[config.mk]
export PLATFORM = sky130hd
export DESIGN_NAME = alu_cmd_sequencer
export DESIGN_NICKNAME = d
export VERILOG_FILES = /design/src/rtl/alu_pkg.sv /design/src/rtl/alu_regfile.sv /design/src/rtl/alu_cmd_sequencer.sv
export SDC_FILE = /design/constraint.sdc
export NUM_CORES = 1
export LEC_CHECK = 0
export BUFFER_PORTS_ARGS = -buffer_cell sky130_fd_sc_hd__buf_2
export CELL_PAD_IN_SITES_DETAIL_PLACEMENT = 0
export CELL_PAD_IN_SITES_GLOBAL_PLACEMENT = 1
export CORE_MARGIN = 5
export CORE_UTILIZATION = 52
export DETAILED_ROUTE_END_ITERATION = 10
export PLACE_DENSITY = 0.84
export REMOVE_ABC_BUFFERS = 1
export SLEW_MARGIN = 40
export SYNTH_ARGS = -nofsm -noshare
export SYNTH_HDL_FRONTEND = slang
export SYNTH_SLANG_ARGS = --single-unit
export TNS_END_PERCENT = 50
[constraint.sdc]
create_clock -name clk -period 5 [get_ports clk]
set_input_delay 0.5 -clock clk [delete_from_list [all_inputs] [get_ports clk]]
set_output_delay 0.5 -clock clk [all_outputs]
set_load 0.03 [all_outputs]
[src/rtl/alu_pkg.sv]
// Shared types and constants for the ALU command sequencer: FSM states,
// command field positions, datapath widths and flag bit indices.
package alu_pkg;

  localparam int DATA_W = 32;
  localparam int NREGS  = 8;
  localparam int ADDR_W = 3;
  localparam int OP_W   = 3;
  localparam int CMD_W  = 12;
  localparam int FLAG_W = 4;

  localparam int OP_MSB = 11;
  localparam int RD_LSB = 6;
  localparam int RA_LSB = 3;
  localparam int RB_LSB = 0;

  localparam int FLAG_O = 3;
  localparam int FLAG_C = 2;
  localparam int FLAG_Z = 1;
  localparam int FLAG_N = 0;

  typedef enum logic [1:0] {
    IDLE = 2'd0,
    READ = 2'd1,
    EXEC = 2'd2,
    WB   = 2'd3
  } seq_state_e;

endpackage

[src/rtl/alu_regfile.sv]
// Operand register file: one write port, three combinational read ports,
// async clear, register 0 hard-wired to zero.
module alu_regfile #(
  parameter int DATA_W = 32,
  parameter int NREGS  = 8,
  parameter int ADDR_W = 3
) (
  input  logic              clk,
  input  logic              rst_n,
  input  logic              we_i,
  input  logic [ADDR_W-1:0] waddr_i,
  input  logic [DATA_W-1:0] wdata_i,
  input  logic [ADDR_W-1:0] raddr_a_i,
  output logic [DATA_W-1:0] rdata_a_o,
  input  logic [ADDR_W-1:0] raddr_b_i,
  output logic [DATA_W-1:0] rdata_b_o,
  input  logic [ADDR_W-1:0] raddr_h_i,
  output logic [DATA_W-1:0] rdata_h_o
);

  logic [DATA_W-1:0] regs_q [NREGS];

  // Writes to r0 are dropped so it keeps its reset value of zero.
  always_ff @(posedge clk or negedge rst_n) begin
    if (!rst_n) begin
      for (int i = 0; i < NREGS; i++) begin
        regs_q[i] <= '0;
      end
    end else if (we_i && (waddr_i != '0)) begin
      regs_q[waddr_i] <= wdata_i;
    end
  end

  assign rdata_a_o = (raddr_a_i == '0) ? '0 : regs_q[raddr_a_i];
  assign rdata_b_o = (raddr_b_i == '0) ? '0 : regs_q[raddr_b_i];
  assign rdata_h_o = (raddr_h_i == '0) ? '0 : regs_q[raddr_h_i];

endmodule

[src/rtl/alu_cmd_sequencer.sv]
// Sequences the ALU datapath from 12-bit commands: operand read, execute,
// writeback into the register file, with a host write/read side port.
module alu_cmd_sequencer #(
  parameter int DATA_W = 32,
  parameter int NREGS  = 8
) (
  input  logic                        clk,
  input  logic                        rst_n,
  input  logic [alu_pkg::CMD_W-1:0]   cmd,
  input  logic                        cmd_valid,
  output logic                        cmd_ready,
  input  logic                        wr_en,
  input  logic [alu_pkg::ADDR_W-1:0]  wr_addr,
  input  logic [DATA_W-1:0]           wr_data,
  output logic                        wr_err,
  input  logic [alu_pkg::ADDR_W-1:0]  rd_addr,
  output logic [DATA_W-1:0]           rd_data,
  output logic [alu_pkg::OP_W-1:0]    alu_op,
  output logic [DATA_W-1:0]           alu_a,
  output logic [DATA_W-1:0]           alu_b,
  input  logic [DATA_W-1:0]           alu_y,
  input  logic [alu_pkg::FLAG_W-1:0]  alu_flags,
  output logic [alu_pkg::FLAG_W-1:0]  flags,
  output logic                        done
);

  import alu_pkg::*;

  seq_state_e        state_q, state_d;
  logic [OP_W-1:0]   op_q, op_d;
  logic [ADDR_W-1:0] rd_q, rd_d;
  logic [ADDR_W-1:0] ra_q, ra_d;
  logic [ADDR_W-1:0] rb_q, rb_d;
  logic [OP_W-1:0]   alu_op_q;
  logic [DATA_W-1:0] alu_a_q, alu_b_q;
  logic [FLAG_W-1:0] flags_q;
  logic              wr_err_q;

  logic              accept;
  logic              host_ok;
  logic              rf_we;
  logic [ADDR_W-1:0] rf_waddr;
  logic [DATA_W-1:0] rf_wdata;
  logic [DATA_W-1:0] rf_rdata_a, rf_rdata_b;

  assign cmd_ready = (state_q == IDLE) || (state_q == WB);
  assign accept    = cmd_valid && cmd_ready;
  assign done      = (state_q == WB);

  // Host writes only in quiet slots; EXEC owns the write port otherwise.
  assign host_ok   = wr_en && ((state_q == IDLE) || ((state_q == WB) && !accept));
  assign rf_we     = (state_q == EXEC) || host_ok;
  assign rf_waddr  = (state_q == EXEC) ? rd_q  : wr_addr;
  assign rf_wdata  = (state_q == EXEC) ? alu_y : wr_data;

  always_comb begin
    state_d = state_q;
    op_d    = op_q;
    rd_d    = rd_q;
    ra_d    = ra_q;
    rb_d    = rb_q;
    unique case (state_q)
      IDLE:    if (accept) state_d = READ;
      READ:    state_d = EXEC;
      EXEC:    state_d = WB;
      WB:      state_d = accept ? READ : IDLE;
      default: state_d = IDLE;
    endcase
    if (accept) begin
      op_d = cmd[OP_MSB -: OP_W];
      rd_d = cmd[RD_LSB +: ADDR_W];
      ra_d = cmd[RA_LSB +: ADDR_W];
      rb_d = cmd[RB_LSB +: ADDR_W];
    end
  end

  always_ff @(posedge clk or negedge rst_n) begin
    if (!rst_n) begin
      state_q  <= IDLE;
      op_q     <= '0;
      rd_q     <= '0;
      ra_q     <= '0;
      rb_q     <= '0;
      alu_op_q <= '0;
      alu_a_q  <= '0;
      alu_b_q  <= '0;
      flags_q  <= '0;
      wr_err_q <= 1'b0;
    end else begin
      state_q  <= state_d;
      op_q     <= op_d;
      rd_q     <= rd_d;
      ra_q     <= ra_d;
      rb_q     <= rb_d;
      wr_err_q <= wr_en && !host_ok;
      if (state_q == READ) begin
        alu_op_q <= op_q;
        alu_a_q  <= rf_rdata_a;
        alu_b_q  <= rf_rdata_b;
      end
      if (state_q == EXEC) begin
        flags_q <= alu_flags;
      end
    end
  end

  assign alu_op = alu_op_q;
  assign alu_a  = alu_a_q;
  assign alu_b  = alu_b_q;
  assign flags  = flags_q;
  assign wr_err = wr_err_q;

  alu_regfile #(
    .DATA_W (DATA_W),
    .NREGS  (NREGS),
    .ADDR_W (ADDR_W)
  ) u_regfile (
    .clk       (clk),
    .rst_n     (rst_n),
    .we_i      (rf_we),
    .waddr_i   (rf_waddr),
    .wdata_i   (rf_wdata),
    .raddr_a_i (ra_q),
    .rdata_a_o (rf_rdata_a),
    .raddr_b_i (rb_q),
    .rdata_b_o (rf_rdata_b),
    .raddr_h_i (rd_addr),
    .rdata_h_o (rd_data)
  );

endmodule
==> results by group <==
STA
  – Final setup fails: 0
  – Worst slew pin tran: 899 ps
  – Clk_skew: between 20 and 25 ps
  – Final Max Tran Viols: 0
  – Final period util: 0.701
  – Final setup margin: approximately 1500 ps
  – RSZ-0062 raised after global routing: no
  – Setup_tns: 0 ps
  – Fmax: 285 MHz
  – Final hold violation count: 0
  – Slew HR: 0.399
  – Min Clock Period, post-route: 3500 ps

Drt
  – Post-DR vias/cell: 6.49
  – Post-Route WL: roughly 50000 um
  – Drt first pass iters: 5
  – Wire per inst: 25.9 um
  – Final ANT Viol Nets: 0
  – DRT iter0 DRCs: around 920
  – Vias: roughly 13000
  – Drt drc: 0

Floorplanning
  – Starting Density: 0.531
  – Core Footprint: 32700 sq um
  – Rows: 66
  – # IOs: 196
  – Die height: 193 um
  – Die ar.: 37100 sq um
  – Chip Width: 193 um

Place
  – Final HPWL DP: 30500 um
  – Buffers added on ports: ~200
  – GPL Wtd Cong: 0.826
  – DP Worst Slack: ~1500 ps

Finish
  – Layout fillers: 2735
  – Antenna Cells: 0
  – Layout cells sized above 1: 0.483
  – Area grow syn2layout: 13.8%
  – Nets: ~1600
  – Most common cell after layout, fill and taps aside: mux2_2
  – Commonest non-fill, non-tap cells in the layout: mux2_2, dfrtp_1, buf_2
  – FF/Latch Area: 7770 sq um
  – Footprint of the multi-input gates: 9000 sq um

Critical path
  – Cells on worst reg2reg path: 6
  – Crit-path max FO: 31
  – Worst setup SP type: flop
  – Setup CP Type: reg -> reg
  – Reg-to-Reg End: u_regfile.regs_q[192]
  – Worst R2R Setup Slack: 1500 ps
  – CP required: 5390 ps
  – WP data arrival: 3890 ps
  – CP Capture Type: flop
  – Reg-to-Reg Start: state_q[0]

Worst hold path
  – Endpoint, Worst Hold: rd_q[0]
  – HP Start: cmd[6]
  – WHS Path Cells: 3
  – Worst min-delay path class: in -> reg

Global routing
  – First-pass GRT wire length: 77200 um
  – Vias in the first global route: 12900
  – Initial antenna violation count: 0
  – Overflow after GRT: 0
  – GRT Total Usage: 0.269
  – Largest net degree at the start of global routing: 97

Clocking
  – CTS Buf Count: 36
  – H-tree Lvls: 2
  – Sink Count: 310
  – Resized Gates After CTS: 0
  – Worst skew pair latency: 530 ps
  – CTS tree: built
  – Clock transition at path regs: 60 ps
  – Clk Tree Root Cell: clkbuf_16
  – Longest Clk Path Bufs: 3

Power
  – Worst vdd ir: 620 uV
  – Leakage power: 8.64 nW
  – Power Density: 776 nW/um^2

Synthesis
  – Sequential cell area fraction in the yosys report: 0.447
  – Post-synth EDFFs: 0
  – Largest area contributor in the netlist: dfrtp_1
  – Synth area leaders: dfrtp_1, mux2_2, mux2i_1, mux4_2, a221oi_1
  – Avg Cell Area, Syn: around 13 sq um
  – Async SR Flop Fraction: 1.00
  – Main synth FF type: dfrtp_1
  – Netlist cell types: 37
  – Synth top area share: 0.447
  – Synthesized area: roughly 17000 sq um
  – Cells after synthesis: about 1300
  – Yosys reg bits: 310
  – Synth warn: 0

Outcome
  – Status: finished, final reports clean

Flow run
  – Max-cap violations: 0
## layer usage
metal	global-route usage	part of all wire	vias up
met5	0	0	-
met4	0.0713	0.024	0
met3	0.0412	0.069	100
met2	0.422	0.46	566
met1	0.393	0.44	6505
li1	-	-	5462
## state kept, by name, indices dropped and copies added, names as in the netlist
| signal | count |
|---|---|
| alu_b | 32 |
| alu_a | 32 |
| ra_q | 3 |
| rb_q | 3 |
| flags | 4 |
| state_q | 2 |
| alu_op | 3 |
| wr_err | 1 |
| u_regfile.regs_q | 224 |
| rd_q | 3 |
| op_q | 3 |
## through the flow
step | power [mW] | util | hold slack, ps | instance area (sq um) | std cells
2_1_floorplan | 10.4 | - | 204 | 16700 | 1214
3_3_place_gp | 12.5 | 0.566 | 482 | 18500 | 1879
3_5_place_dp | 12.7 | 0.568 | 422 | 18600 | 1880
4_1_cts | 15.3 | 0.603 | 182 | 19700 | 1945
5_1_grt | 16.1 | 0.604 | 197 | 19700 | 1946
6_report | 15.3 | 0.604 | 195 | 19700 | 1946
## cells in the mapped netlist (3+ instances only)
cell,count
dfrtp_1,310
a21oi_1,3
buf_6,14
nor2_1,32
buf_2,34
clkbuf_1,45
o221ai_1,31
ha_1,5
a22oi_1,63
nand2b_1,3
mux2i_1,124
inv_1,8
o22a_1,31
o21ai_0,36
nand3_2,6
mux2_2,387
mux2_1,16
mux4_2,35
buf_1,8
buf_4,18
nand2_1,41
a221oi_1,62
nor2b_1,7
## worst max-delay path by stage
| stage | start | to | cells past startpoint |
|---|---|---|---|
| finish | state_q[0] | u_regfile.regs_q[192] | 6 |
| global route | state_q[0] | u_regfile.regs_q[192] | 6 |
| CTS | state_q[0] | u_regfile.regs_q[192] | 6 |
| detailed placement | state_q[0] | u_regfile.regs_q[192] | 6 |
| global placement | rd_addr[0] | rd_data[20] | 6 |
| floorplan | ra_q[0] | alu_a[0] | 4 |
## critical path, cell delays in order, from the launching register on
cell and delay (ps):
dfrtp_1 440, inv_1 130, ha_2 680, mux2i_1 570, nand3_2 740, buf_4 500, mux2_2 320
## cell type report
type                    instances  area share
repair buffers                226      0.0643
multi-input cells             896       0.456
inverters                       8     0.00152
flip-flops and latches        310       0.394
well taps                     442      0.0280
clock inverters                 8     0.00241
clock buffers                  56      0.0546
## report_power, final
| part | internal (mW) | switching (mW) |
|---|---|---|
| logic | 3.57 | 4.05 |
| clock network | 1.48 | 1.04 |
| registers | 3.82 | 1.37 |
## what timing repair did
item / 4_1_cts / 5_1_grt
hold buffers: 1 / 0
endpoints found under the hold margin: 36 / 0
endpoints found under the setup margin: 0 / 0
buffers inserted: 0 / 0
## cells by family (layout without fill, tap and decap cells)
family / Yosys count / in the layout / share of synthesized area
simple gates: 94 / 94 / 0.0247
buf+inv: 127 / 298 / 0.0399
flops: 310 / 310 / 0.447
fa+ha+maj: 5 / 5 / 0.00361
mux: 562 / 562 / 0.378
compound gates: 235 / 235 / 0.106
No activity file was read; power rests on OpenSTA's default activity.
